File: src/rtl/hazard_pkg.sv
// rtl/hazard_pkg.sv - shared forwarding selects, hazard FSM states and bubble convention
package hazard_pkg;

   localparam logic [1:0] FWD_RF    = 2'b00;
   localparam logic [1:0] FWD_EXMEM = 2'b10;
   localparam logic [1:0] FWD_MEMWB = 2'b01;

   typedef enum logic [1:0] {
      RUN     = 2'd0,
      LDSTALL = 2'd1,
      FLUSH   = 2'd2
   } hzState_e;

   // ID/EX loads all-zero control (a NOP) whenever idex_bubble carries this level
   localparam logic BUBBLE_ON = 1'b1;

endpackage

File: src/rtl/fwd_src_sel.sv
// rtl/fwd_src_sel.sv - single-source comparator with EX/MEM over MEM/WB priority
module fwd_src_sel
   import hazard_pkg::*;
#(
   parameter int AW          = 4,
   parameter int ZERO_REG_EN = 1
) (
   input  logic [AW-1:0] srcAddr,
   input  logic          srcVld,
   input  logic [AW-1:0] memRd,
   input  logic          memRegwrite,
   input  logic [AW-1:0] wbRd,
   input  logic          wbRegwrite,
   output logic [1:0]    sel
);

   logic zeroSrc;

   assign zeroSrc = (ZERO_REG_EN != 0) && (srcAddr == '0);

   always_comb begin
      sel = FWD_RF;
      if (srcVld && !zeroSrc) begin
         if (memRegwrite && (memRd == srcAddr)) begin
            sel = FWD_EXMEM;
         end else if (wbRegwrite && (wbRd == srcAddr)) begin
            sel = FWD_MEMWB;
         end
      end
   end

endmodule

File: src/rtl/hazard_fwd_unit.sv
// rtl/hazard_fwd_unit.sv - operand forwarding, load-use stall and branch flush control
module hazard_fwd_unit
   import hazard_pkg::*;
#(
   parameter int AW          = 4,
   parameter int NUM_SRC     = 2,
   parameter int ZERO_REG_EN = 1,
   parameter int LU_CYCLES   = 1,
   parameter int CNT_W       = 16
) (
   input  logic                  clk,
   input  logic                  rst_n,
   input  logic [NUM_SRC*AW-1:0] id_src_addr,
   input  logic [NUM_SRC-1:0]    id_src_vld,
   input  logic [NUM_SRC*AW-1:0] ex_src_addr,
   input  logic [NUM_SRC-1:0]    ex_src_vld,
   input  logic [AW-1:0]         ex_rd,
   input  logic                  ex_regwrite,
   input  logic                  ex_memread,
   input  logic [AW-1:0]         mem_rd,
   input  logic                  mem_regwrite,
   input  logic [AW-1:0]         wb_rd,
   input  logic                  wb_regwrite,
   input  logic                  br_taken,
   input  logic                  cnt_clr,
   output logic [2*NUM_SRC-1:0]  fwd_sel,
   output logic                  pc_stall,
   output logic                  ifid_stall,
   output logic                  idex_bubble,
   output logic                  ifid_flush,
   output logic [CNT_W-1:0]      stall_cnt,
   output logic [CNT_W-1:0]      flush_cnt
);

   localparam logic [CNT_W-1:0] CNT_MAX = '1;

   hzState_e   state, stateNxt;
   logic [2:0] luCnt, luCntNxt;
   logic       luHit;
   logic       stallReq, bubbleReq, flushReq;

   genvar gi;
   generate
      for (gi = 0; gi < NUM_SRC; gi++) begin : gSrc
         fwd_src_sel #(
            .AW          (AW),
            .ZERO_REG_EN (ZERO_REG_EN)
         ) uSel (
            .srcAddr     (ex_src_addr[gi*AW +: AW]),
            .srcVld      (ex_src_vld[gi]),
            .memRd       (mem_rd),
            .memRegwrite (mem_regwrite),
            .wbRd        (wb_rd),
            .wbRegwrite  (wb_regwrite),
            .sel         (fwd_sel[2*gi +: 2])
         );
      end
   endgenerate

   always_comb begin
      luHit = 1'b0;
      for (int k = 0; k < NUM_SRC; k++) begin
         if (id_src_vld[k] && (id_src_addr[k*AW +: AW] == ex_rd)) begin
            luHit = 1'b1;
         end
      end
      if ((ZERO_REG_EN != 0) && (ex_rd == '0)) begin
         luHit = 1'b0;
      end
      luHit = luHit && ex_regwrite && ex_memread;
   end

   always_ff @(posedge clk or negedge rst_n) begin
      if (!rst_n) begin
         state <= RUN;
         luCnt <= '0;
      end else begin
         state <= stateNxt;
         luCnt <= luCntNxt;
      end
   end

   // A taken branch overrides everything, including the stall it interrupts
   always_comb begin
      stateNxt  = state;
      luCntNxt  = luCnt;
      stallReq  = 1'b0;
      bubbleReq = 1'b0;
      flushReq  = 1'b0;
      if (br_taken) begin
         flushReq  = 1'b1;
         bubbleReq = BUBBLE_ON;
         stateNxt  = FLUSH;
         luCntNxt  = '0;
      end else begin
         case (state)
            RUN: begin
               if (luHit) begin
                  stallReq  = 1'b1;
                  bubbleReq = BUBBLE_ON;
                  if (LU_CYCLES > 1) begin
                     stateNxt = LDSTALL;
                     luCntNxt = 3'(LU_CYCLES - 1);
                  end
               end
            end
            LDSTALL: begin
               stallReq  = 1'b1;
               bubbleReq = BUBBLE_ON;
               if (luCnt <= 3'd1) begin
                  stateNxt = RUN;
                  luCntNxt = '0;
               end else begin
                  luCntNxt = luCnt - 3'd1;
               end
            end
            FLUSH: begin
               bubbleReq = BUBBLE_ON;
               stateNxt  = RUN;
            end
            default: begin
               stateNxt = RUN;
               luCntNxt = '0;
            end
         endcase
      end
   end

   assign pc_stall    = rst_n & stallReq;
   assign ifid_stall  = rst_n & stallReq;
   assign idex_bubble = rst_n & bubbleReq;
   assign ifid_flush  = rst_n & flushReq;

   always_ff @(posedge clk or negedge rst_n) begin
      if (!rst_n) begin
         stall_cnt <= '0;
         flush_cnt <= '0;
      end else if (cnt_clr) begin
         stall_cnt <= '0;
         flush_cnt <= '0;
      end else begin
         if (stallReq && (stall_cnt != CNT_MAX)) begin
            stall_cnt <= stall_cnt + CNT_W'(1);
         end
         if (br_taken && (flush_cnt != CNT_MAX)) begin
            flush_cnt <= flush_cnt + CNT_W'(1);
         end
      end
   end

endmodule
File: config.mk
export PLATFORM = sky130hd
export DESIGN_NAME = hazard_fwd_unit
export DESIGN_NICKNAME = d
export VERILOG_FILES = /design/src/rtl/hazard_pkg.sv /design/src/rtl/fwd_src_sel.sv /design/src/rtl/hazard_fwd_unit.sv
export SDC_FILE = /design/constraint.sdc
export NUM_CORES = 1
export LEC_CHECK = 0
export CORE_MARGIN = 2
export CORE_UTILIZATION = 45
export DETAILED_ROUTE_END_ITERATION = 8
export HOLD_SLACK_MARGIN = 0.06
export PLACE_DENSITY = 0.81
export RECOVER_POWER = 100
export SYNTH_ARGS = -nofsm -noshare
export SYNTH_HDL_FRONTEND = slang
export SYNTH_HIERARCHICAL = 1
export SYNTH_SLANG_ARGS = --single-unit
File: constraint.sdc
create_clock -name clk -period 2.1 [get_ports clk]
set_input_delay 0.42 -clock clk [delete_from_list [all_inputs] [get_ports clk]]
set_output_delay 0.42 -clock clk [all_outputs]
set_load 0.01 [all_outputs]
==> impl_metrics.csv <==
group,metric,value,unit
floorplan,die_area,0.00550,mm^2
run_status,status,"finished, final reports clean",
global_route,grt_remaining_overflow,0,
yosys,synth_ff_type,"dfrtp_1",
final_layout,multi_input_area,0.00140,mm^2
final_layout,area_growth,51.9,%
critical_path,start_kind,"input port",
place,hpwlAfterDp,4240,um
clocking,cts.sinks,33,
timing,slew_headroom,34.2,%
global_route,grt_pass1_vias,2182,
critical_path,crit_start,"mem_rd[0]",
global_route,grt_max_degree,28,
yosys,yosys_register_bits,33,
final_layout,fin_nets,395,
yosys,avgSynthCellArea,8.71,um^2
floorplan,start_util,46.9,%
timing,finClkSkew,7.56,ps
timing,fmax,488,MHz
floorplan,chipWidth,74.1,um
clocking,clk_latency,280,ps
routing,ant_nets,0,
final_layout,final_util,71.2,%
yosys,yosysWarnings,6,
critical_path,reg2regPathDepth,7,
clocking,htree_num_levels,2,
place,gp_congestion,0.865,
clocking,cts_tree,"yes",
final_layout,drive_above_1_share,19.8,%
floorplan,std_cell_rows,25,
yosys,ys_seq_area_share,37.3,%
final_layout,final_common_cell,"dfrtp_1",
final_layout,final_cell_mix,"dfrtp_1, nor2_1, dlygate4sd3_1",
power,peakVddDrop,0.223,mV
final_layout,fin_area,0.00336,mm^2
timing,tightest_slew,988,ps
floorplan,fp.dieH,74.1,um
final_layout,fill_cells,378,
routing,postRouteWirelength,5610,um
routing,drt-pass1-iter-count,4,
timing,finalWorstSetupSlack,52.8,ps
floorplan,design.core.area,0.00472,mm^2
yosys,yosysUniqueCellTypes,45,
critical_path,cp.required,1680,ps
routing,drc,0,
timing,period_needed,2050,ps
global_route,antenna_found_initial,0,
critical_path,critPathArrivalTime,1630,ps
global_route,grt.total_usage,21.9,%
final_layout,diodes,0,
power,power.density,421,mW/mm^2
hold_path,hold_class,"in2async",
place,port_buffers,79,
yosys,synth_nets,296,
power,leakagePower,1.57,nW
critical_path,crit_path_end,"fwd_sel[1]",
clocking,clockBufferDepth,2,
critical_path,regToRegStartpoint,"stall_cnt[0]",
timing,min_period_over_period,97.5,%
critical_path,worstSetupEndpointType,"primary output",
yosys,synth-edff-count,0,
routing,num_vias,2268,
timing,hold_viol,0,
floorplan,ios,80,
routing,routedWlPerCell,13.3,um
critical_path,r2r_slack,120,ps
job,cap_violations,0,
critical_path,worst-setup-path-type,"in2out",
routing,via_per_inst,5.39,
place,dpl_cell_area,0.00321,mm^2
place,place_ws,-756,ps
clocking,cts.clk_slew.worst_paths,70,ps
routing,drt_iter0_drc,218,
yosys,netlist_area,0.00221,mm^2
yosys,async_flop_share,100,%
timing,drv_slew,0,
clocking,cts_inserted_buffers,5,
clocking,cts-root-buf,"clkbuf_8",
global_route,grt_pass1_wl,9400,um
timing,setup_viol,0,
yosys,synthCells,254,
final_layout,seq_area,826,um^2
critical_path,r2r_end,"stall_cnt[15]",
critical_path,critical_path.max_fanout,4,
==> worst max-delay path, stage by stage <==
cell and delay (ps):
dlygate4sd2_1 270, a221o_1 370, nor3_2 240, and3b_1 190
clkbuf_2 130
==> routing by layer <==
layer	global-route usage [%]	wire length, um
met4	10.5	125
met5	0	0
met1	26.7	2350
met3	4.61	394
met2	36.8	2740
==> state kept, by name, indices dropped and copies added, names as in the netlist <==
| register | cells |
|---|---|
| stall_cnt | 16 |
| flush_cnt | 16 |
| state | 1 |
==> logic make-up (layout without fill, tap and decap cells) <==
logic type,Yosys count,in the layout,synth area share [%]
buffers and inverters,21,121,4.35
adders and majority gates,2,2,1.13
xor gates and xnor gates,30,30,11.9
AOI/OAI and AO/OA,32,32,9.55
DFF,33,33,37.3
muxes,6,6,3.00
and+or+nand+nor,130,130,32.8
==> what timing repair did <==
item	CTS	global route
gates resized for setup	72	42
buffers inserted	0	1
pin swaps	13	18
hold endpoints to repair	0	0
hold buffers	0	0
setup endpoints to repair	24	14
gates cloned	0	0
==> how the worst min path moves through the flow <==
stage	from	endpoint	slack (ps)	cells after the start
2_1_floorplan	rst_n	flush_cnt[0]	120	0
3_3_place_gp	stall_cnt[12]	stall_cnt[12]	560	2
3_5_place_dp	stall_cnt[12]	stall_cnt[12]	570	2
4_1_cts	rst_n	stall_cnt[12]	350	2
5_1_grt	rst_n	stall_cnt[10]	420	2
6_report	rst_n	stall_cnt[14]	360	2
==> synthesized netlist by cell type (5+ instances only) <==
cell      count  area [um^2]
nand2_1      12         45.0
clkbuf_1      5         18.8
xor2_1       11         96.3
a21oi_1      11         55.1
nor4_1       10         62.6
nand4_1      10         62.6
and3_1        5         31.3
nand3_1      16         80.1
o21ai_0       8         40.0
or3_1         7         43.8
nand2b_1      5         31.3
nor2b_1       6         37.5
inv_1         8         30.0
nor2_1       33          124
nor3_1        8         40.0
xnor2_1      19          166
dfrtp_1      33          826
==> report_power, final <==
group	internal, mW	switching, mW
Clock	0.296	0.233
Sequential	0.641	0.00644
Combinational	0.120	0.120
==> final cells by class <==
| type | instances | share of cell area [%] |
|---|---|---|
| Clock buffer | 7 | 2.87 |
| Clock inverter | 1 | 0.149 |
| Inverter | 10 | 1.12 |
| Multi-Input combinational cell | 200 | 41.7 |
| Sequential cell | 33 | 24.6 |
| Tap cell | 67 | 2.49 |
| Timing Repair Buffer | 103 | 27.1 |
==> per-stage QoR <==
stage	hold WS (ps)	std cells	TNS, ps	total power [mW]
3_3_place_gp	563	412	-9850	0.897
2_1_floorplan	124	254	0	0.746
5_1_grt	423	421	-7.89	1.47
4_1_cts	346	420	-1.53	1.42
6_report	363	421	0	1.42
3_5_place_dp	570	412	-10840	0.902
Note: power is estimated with default switching activity, not from simulation.
